<file path="src/rtl/ovl_one_hot_rr_arbiter.sv">
// Round-robin arbiter with registered one-hot grant and hold timeout.
// Optional sticky grant coverage vector under OVL_ONE_HOT_ARB_COV_EN.
module ovl_one_hot_rr_arbiter #(
  parameter int width     = 4,
  parameter int max_hold  = 16,
  parameter int idx_width = $clog2(width)
) (
  input  logic                 clk,
  input  logic                 reset_n,
  input  logic [width-1:0]     req,
  input  logic                 done,
  output logic [width-1:0]     gnt,
  output logic                 gnt_valid,
  output logic [idx_width-1:0] gnt_idx,
  output logic                 timeout
`ifdef OVL_ONE_HOT_ARB_COV_EN
  ,
  output logic [width-1:0]     one_hots_checked
`endif
);

  typedef enum logic {
    IDLE  = 1'b0,
    GRANT = 1'b1
  } state_t;

  localparam logic [15:0] HoldLast =
    (max_hold > 0) ? 16'(max_hold - 1) : 16'd0;

  state_t               state;
  state_t               state_nxt;
  logic [idx_width-1:0] ptr;
  logic [idx_width-1:0] ptr_nxt;
  logic [idx_width-1:0] sel_idx;
  logic                 sel_any;
  logic [15:0]          hold_cnt;
  logic                 release_hit;
  logic                 expire_hit;

  // First requester at or above ptr, searching upward modulo width
  always_comb begin
    logic [idx_width-1:0] cand;
    cand    = '0;
    sel_idx = '0;
    sel_any = 1'b0;
    for (int i = 0; i < width; i++) begin
      cand = idx_width'((int'(ptr) + i) % width);
      if (!sel_any && req[cand]) begin
        sel_any = 1'b1;
        sel_idx = cand;
      end
    end
  end

  assign release_hit = done | ~req[gnt_idx];
  assign expire_hit  = (max_hold != 0) && (hold_cnt == HoldLast);
  assign ptr_nxt     = (gnt_idx == idx_width'(width - 1))
                     ? '0 : gnt_idx + 1'b1;

  // State register
  always_ff @(posedge clk or negedge reset_n) begin
    if (!reset_n) state <= IDLE;
    else          state <= state_nxt;
  end

  // Next-state logic
  always_comb begin
    state_nxt = state;
    unique case (state)
      IDLE:    if (sel_any) state_nxt = GRANT;
      GRANT:   if (release_hit || expire_hit) state_nxt = IDLE;
      default: state_nxt = IDLE;
    endcase
  end

  // Output decode: a grant is live exactly while in GRANT
  always_comb begin
    gnt_valid = (state == GRANT);
  end

  // Grant, index, pointer, hold counter and timeout pulse
  always_ff @(posedge clk or negedge reset_n) begin
    if (!reset_n) begin
      gnt      <= '0;
      gnt_idx  <= '0;
      ptr      <= '0;
      hold_cnt <= '0;
      timeout  <= 1'b0;
    end else begin
      timeout <= 1'b0;
      unique case (state)
        IDLE: begin
          if (sel_any) begin
            gnt      <= width'(1) << sel_idx;
            gnt_idx  <= sel_idx;
            hold_cnt <= '0;
          end
        end
        GRANT: begin
          if (release_hit) begin
            gnt <= '0;
            ptr <= ptr_nxt;
          end else if (expire_hit) begin
            gnt     <= '0;
            timeout <= 1'b1;
            ptr     <= ptr_nxt;
          end else if (hold_cnt != 16'hFFFF) begin
            hold_cnt <= hold_cnt + 16'd1;
          end
        end
        default: gnt <= '0;
      endcase
    end
  end

`ifdef OVL_ONE_HOT_ARB_COV_EN
  // Sticky record of every requester that has held the grant
  always_ff @(posedge clk or negedge reset_n) begin
    if (!reset_n) one_hots_checked <= '0;
    else          one_hots_checked <= one_hots_checked | gnt;
  end
`endif

endmodule

</file>
<file path="config.mk">
export PLATFORM = sky130hd
export DESIGN_NAME = ovl_one_hot_rr_arbiter
export DESIGN_NICKNAME = d
export VERILOG_FILES = /design/src/rtl/ovl_one_hot_rr_arbiter.sv
export SDC_FILE = /design/constraint.sdc
export NUM_CORES = 1
export LEC_CHECK = 0
export BUFFER_PORTS_ARGS = -buffer_cell sky130_fd_sc_hd__clkbuf_2
export CORE_MARGIN = 5
export CORE_UTILIZATION = 58
export DETAILED_ROUTE_END_ITERATION = 10
export GPL_ROUTABILITY_DRIVEN = 0
export PLACE_DENSITY = 0.9
export SYNTH_ARGS = -nofsm -noshare
export SYNTH_HDL_FRONTEND = slang
export SYNTH_SLANG_ARGS = --single-unit
</file>
<file path="constraint.sdc">
create_clock -name clk -period 2.6 [get_ports clk]
set_input_delay 0.26 -clock clk [delete_from_list [all_inputs] [get_ports clk]]
set_output_delay 0.26 -clock clk [all_outputs]
set_load 0.03 [all_outputs]
</file>
==> results.py, run 1 <==
metrics = {
    "critical_path": {
        "worst_ep_arrival_time_ps": 2500,
        "slowest_delay_ps": 740,
        "worstPathMaxFanout": 25,
        "setup.worst_path.class": "reg2reg",
        "end_kind": "register",
        "critPathLaunchType": "register",
        "required_ps": 2830,
        "cp_slowest_cell": "o31ai_4",
        "r2r_cells": 5,
        "crit_chain": "nand3_1, or2_1, o31ai_4, nor2_1, a31o_2",
    },
    "floorplanning": {
        "core.rowCount": 18,
        "design.die.area_um2": 3790,
        "core_area_um2": 2500,
        "die_h_um": 61.6,
        "die_w_um": 61.6,
        "initial_utilization": 0.617,
        "ios": 15,
    },
    "final_layout": {
        "fill_cells": 190,
        "nets": 189,
        "final_area_um2": 1660,
        "area_growth_pct": 7.55,
        "antennaDiodeCount": 0,
        "drive_gt1_frac": 0.168,
    },
    "placed_design": {
        "place.port_buffers": 14,
        "hpwl_mm": 2.38,
        "dpl_cell_area_um2": 1600,
    },
    "route": {
        "wirelength_mm": 3.38,
        "drtIter0Drc": 196,
        "dr_total_vias": 1432,
        "detail_route.wl_per_cell_um": 16.1,
        "drc_errors": 0,
        "antenna_left": 0,
        "drt-pass1-iter-count": 4,
        "via_per_inst": 6.85,
    },
    "timing": {
        "final-setup-viol-count": 0,
        "fmax_mhz": 439,
        "drv_slew": 0,
        "final.period_utilization": 0.876,
        "skew_ps": 3.85,
        "worst_pin_slew_ps": 806,
        "setup_tns_ps": 0,
        "fin_crit_ps": 2280,
        "relSlewSlack": 0.463,
        "hold_viol": 0,
        "rsz0062_at_grt": "false",
    },
    "clocking": {
        "cts_root_buf": "clkbuf_4",
        "h-tree-depth": 1,
        "clock_latency_ps": 320,
        "post_cts_buffers": 0,
        "clkTransAtPathRegs_ps": 130,
        "cts_buffers": 3,
        "cts_num_sinks": 26,
        "cts_buffer_depth": 2,
        "cts_tree": "yes",
    },
    "logic_synthesis": {
        "async_flop_share": 1.00,
        "yosysTopAreaCell": "dfrtp_1",
        "synth_top_area_frac": 0.422,
        "synthFlopType": "dfrtp_1",
        "ys_ff_latch": 26,
        "synth_top_family_by_area": "simple AND/OR/NAND/NOR gates",
        "synthSimpleGateAreaFrac": 0.248,
        "synth_area_leaders": "dfrtp_1, a21oi_1, nand2_1",
        "syn_inst": 167,
        "ys_warn_count": 0,
        "synth-edff-count": 0,
        "synth_cell_types": 44,
        "synthTopCellsByCount": "dfrtp_1, nand2_1, a21oi_1, nor2_1",
        "postSynthAreaPerCell_um2": 9.23,
        "syn_nets": 176,
        "ys_seq_area_frac": 0.422,
        "yosys.area_share.adder": 0.0162,
        "yosysMostFrequentCell": "dfrtp_1",
        "synth_compound_area_frac": 0.231,
        "synth-xor-area-share": 0,
        "synth.mux.area_fraction": 0.0219,
        "syn-cell-area_um2": 1540,
    },
    "power": {
        "power.total_mw": 1.41,
        "powerDensity_nw_per_um2": 852,
        "power.leakage_nw": 0.715,
        "ir_drop_uv": 680,
    },
    "status": {
        "status": "finished, final reports clean",
    },
    "grt": {
        "grt_usage": 0.208,
        "grt_start_max_net_pins": 27,
        "first_global_vias": 1313,
        "grt_pass1_wl_mm": 5.88,
        "grt_antenna_before_repair": 0,
        "overflow": 0,
    },
    "flow_run": {
        "cap_violations": 0,
    },
    "hold_path": {
        "hold_depth": 4,
        "min_path_type": "in2reg",
    },
}
[worst paths after layout]
check,start,to,slack (ps)
setup / recovery,hold_cnt[3]$_DFFE_PN0P_,hold_cnt[2]$_DFFE_PN0P_,320
hold / removal,done,timeout$_DFF_PN0_,150
setup reg to reg,hold_cnt[3]$_DFFE_PN0P_,hold_cnt[2]$_DFFE_PN0P_,320
hold reg to reg,gnt[1]$_DFFE_PN0P_,gnt[1]$_DFFE_PN0P_,540
max in group asynchronous,reset_n,hold_cnt[10]$_DFFE_PN0P_,1730
min in group asynchronous,reset_n,ptr[0]$_DFFE_PN0P_,460
[through the flow]
stage | setup slack [ps] | util | instances | hold WS, ps
2_1_floorplan | 510 | - | 167 | -35.6
3_3_place_gp | 121 | 0.641 | 204 | 300
5_1_grt | 136 | 0.663 | 209 | 155
3_5_place_dp | -73.6 | 0.641 | 204 | 308
4_1_cts | 343 | 0.663 | 209 | 154
6_report | 323 | 0.663 | 209 | 154
[per-layer routing]
layer	vias up	wire, um	track usage	part of all wire
met5	-	0	0	0
met4	0	110	0.103	0.033
met3	13	254	0.0356	0.075
met2	66	1530	0.309	0.45
met1	685	1480	0.292	0.44
li1	668	-	-	-
[repair_timing]
item | in CTS | in global routing
hold endpoints to repair | 26 | 0
hold buffers | 1 | 0
resized for setup | 1 | 0
setup endpoints to repair | 2 | 0
[kinds of logic after synthesis]
| logic type | Yosys count |
|---|---|
| fa+ha+maj | 2 |
| simple gates | 68 |
| compound gates | 51 |
| buf+inv | 18 |
| flops | 26 |
| mux | 2 |
[registers in the layout (all words and copies together) (netlist names)]
name	count
gnt	4
gnt_idx	2
gnt_valid	1
hold_cnt	16
ptr	2
timeout	1
[worst max-delay path: cells and delay by family (launching register included)]
kind	cells	cell delay [ps]
compound gates	2	1020
simple gates	3	670
flops	1	500
[final cells by class]
| type | count | area, um2 | share of cell area |
|---|---|---|---|
| tap | 30 | 37.5 | 0.0226 |
| timing repair buffer | 17 | 95.1 | 0.0574 |
| clock buffer | 4 | 36.3 | 0.0219 |
| inverter | 9 | 33.8 | 0.0204 |
| multi-input combinational | 123 | 805 | 0.485 |
| sequential | 26 | 651 | 0.392 |
[power breakdown]
group	internal, mW	switching [mW]
Clock	0.0857	0.116
Combinational	0.213	0.413
Sequential	0.486	0.0984
Total	0.785	0.627
[cell usage in the layout, fill, tap and decap left out, types with 4 or more instances in the layout]
| master | netlist | layout |
|---|---|---|
| dfrtp_1 | 26 | 26 |
| nand2_1 | 17 | 17 |
| clkbuf_2 | 0 | 14 |
| a21oi_1 | 13 | 13 |
| nor2_1 | 10 | 10 |
| inv_1 | 8 | 8 |
| o21ai_0 | 8 | 8 |
| nand3_1 | 7 | 7 |
| or4_1 | 5 | 5 |
| or3_1 | 5 | 5 |
| nand4_1 | 4 | 4 |
| o31ai_1 | 4 | 4 |
| a31o_2 | 4 | 4 |
Note: power is estimated with default switching activity, not from simulation.
==> run 2, diff against run 1 <==
CORE_UTILIZATION = 60   (was 58)
CTS_BUF_LIST = sky130_fd_sc_hd__clkbuf_16   (was unset)
PLACE_DENSITY = 0.93   (was 0.9)
clock period = 2.9 ns   (was 2.6 ns; I/O delays follow)
==> results.py, run 2 (same netlist as run 1, synthesis figures left out) <==
metrics = {
    "final_layout": {
        "largest_reg_flops": 16,
        "largest_registers": "hold_cnt x16, gnt x4",
        "final_util": 0.676,
        "fill_cells": 202,
        "mostFrequentLayoutCell": "dfrtp_1",
        "drive_gt1_frac": 0.158,
        "final_area_um2": 1670,
        "antennaDiodeCount": 0,
        "top_register": "hold_cnt",
        "nets": 187,
        "area_growth_pct": 8.60,
        "stdcell_count": 207,
        "final_cell_mix": "dfrtp_1, nand2_1, clkbuf_2",
    },
    "critical_path": {
        "timing.rr.end": "hold_cnt[2]$_DFFE_PN0P_",
        "worst_ep_arrival_time_ps": 2290,
        "worstPathMaxFanout": 25,
        "end_kind": "register",
        "setup.worst_path.class": "reg2reg",
        "required_ps": 3050,
        "r2r_start": "hold_cnt[0]$_DFFE_PN0P_",
        "r2r_cells": 7,
        "critPathLaunchType": "register",
        "r2r_slack_ps": 770,
    },
    "timing": {
        "skew_ps": 3.03,
        "final.period_utilization": 0.736,
        "final-setup-viol-count": 0,
        "fmax_mhz": 469,
        "drv_slew": 0,
        "holdWs_ps": 28.9,
        "setup_ws_ps": 766,
        "rsz0062_at_grt": "false",
        "fin_crit_ps": 2130,
        "relSlewSlack": 0.500,
        "hold_viol": 0,
        "worst_pin_slew_ps": 747,
        "setup_tns_ps": 0,
    },
    "route": {
        "drt-pass1-iter-count": 4,
        "drtIter0Drc": 40,
        "wirelength_mm": 3.63,
        "drc_errors": 0,
        "antenna_left": 0,
        "detail_route.wl_per_cell_um": 17.5,
        "via_per_inst": 6.80,
        "dr_total_vias": 1407,
    },
    "clocking": {
        "clock_latency_ps": 260,
        "cts_root_buf": "clkbuf_16",
        "holdBufCountCts": 0,
        "cts_tree": "yes",
        "cts_num_sinks": 26,
        "cts_buffers": 3,
        "h-tree-depth": 1,
        "post_cts_buffers": 0,
        "cts_buffer_depth": 2,
        "clkTransAtPathRegs_ps": 60,
        "cts.repair.resized": 0,
    },
    "power": {
        "netSwitchingPower_mw": 0.595,
        "power.leakage_nw": 0.722,
        "switching_share": 0.424,
        "ir_drop_uv": 707,
        "p_clk_frac": 0.221,
        "p_int_mw": 0.809,
        "pwr-share-seq": 0.376,
        "powerDensity_nw_per_um2": 839,
        "power.total_mw": 1.40,
        "comb_power_share": 0.403,
    },
    "status": {
        "status": "finished, final reports clean",
    },
    "floorplanning": {
        "die_w_um": 60.7,
        "die_h_um": 60.7,
        "core.rowCount": 18,
        "initial_utilization": 0.622,
        "ios": 15,
        "core_area_um2": 2480,
        "design.die.area_um2": 3680,
    },
    "grt": {
        "use_met1": 0.287,
        "grt_usage": 0.229,
        "overflow": 0,
        "grt_antenna_before_repair": 0,
        "gr-usage-met3": 0.0638,
        "grt_pass1_wl_mm": 6.29,
        "grt_use_met2": 0.383,
        "grt.busiest_layer": "met2",
        "grt_start_max_net_pins": 27,
        "first_global_vias": 1359,
    },
    "placed_design": {
        "place_ws_ps": 818,
        "hpwl_mm": 2.61,
        "place.port_buffers": 14,
        "dpl_cell_area_um2": 1600,
        "dp.cells": 203,
    },
    "flow_run": {
        "cap_violations": 0,
    },
    "hold_path": {
        "min_path_type": "in2async",
    },
}
[run 2: worst max-delay path, cell delays in order (launching register included)]
cell	delay, ps
dfrtp_1	420
ha_1	260
and2_1	310
nand3_1	160
o31ai_2	220
buf_4	290
nor2_1	120
a31o_2	250
[run 2: area by class of cell]
class / instances / area (um2) / share of cell area
Multi-Input combinational cell: 123 / 796 / 0.475
Timing Repair Buffer: 15 / 77.6 / 0.0463
Sequential cell: 26 / 651 / 0.389
Clock buffer: 3 / 75.1 / 0.0448
Clock inverter: 1 / 3.75 / 0.00224
Tap cell: 30 / 37.5 / 0.0224
Inverter: 9 / 33.8 / 0.0202
[run 2: power groups by stage]
stage                     clock network, mW  registers, mW  logic, mW
after floorplan                           0          0.573      0.385
after CTS                             0.316          0.525      0.563
after global placement                    0          0.520      0.535
final                                 0.310          0.528      0.566
after detailed placement                  0          0.530      0.558
after global routing                  0.328          0.536      0.622
[run 2: how the worst max path moves through the flow]
| stage | start | end | slack (ps) | cells past startpoint |
|---|---|---|---|---|
| 4_1_cts | gnt_idx[0]$_DFFE_PN0P_ | hold_cnt[2]$_DFFE_PN0P_ | 790 | 6 |
| 3_3_place_gp | gnt_idx[0]$_DFFE_PN0P_ | hold_cnt[2]$_DFFE_PN0P_ | 880 | 6 |
| 2_1_floorplan | gnt_idx[0]$_DFFE_PN0P_ | hold_cnt[2]$_DFFE_PN0P_ | 810 | 6 |
| 3_5_place_dp | gnt_idx[0]$_DFFE_PN0P_ | hold_cnt[2]$_DFFE_PN0P_ | 820 | 6 |
| 6_report | hold_cnt[0]$_DFFE_PN0P_ | hold_cnt[2]$_DFFE_PN0P_ | 770 | 7 |
| 5_1_grt | hold_cnt[0]$_DFFE_PN0P_ | hold_cnt[2]$_DFFE_PN0P_ | 680 | 7 |
[run 2: metal layers]
layer	wire length, um	up-vias
li1	-	651
met1	1510	692
met2	1810	57
met3	229	7
met4	71	0
met5	0	-
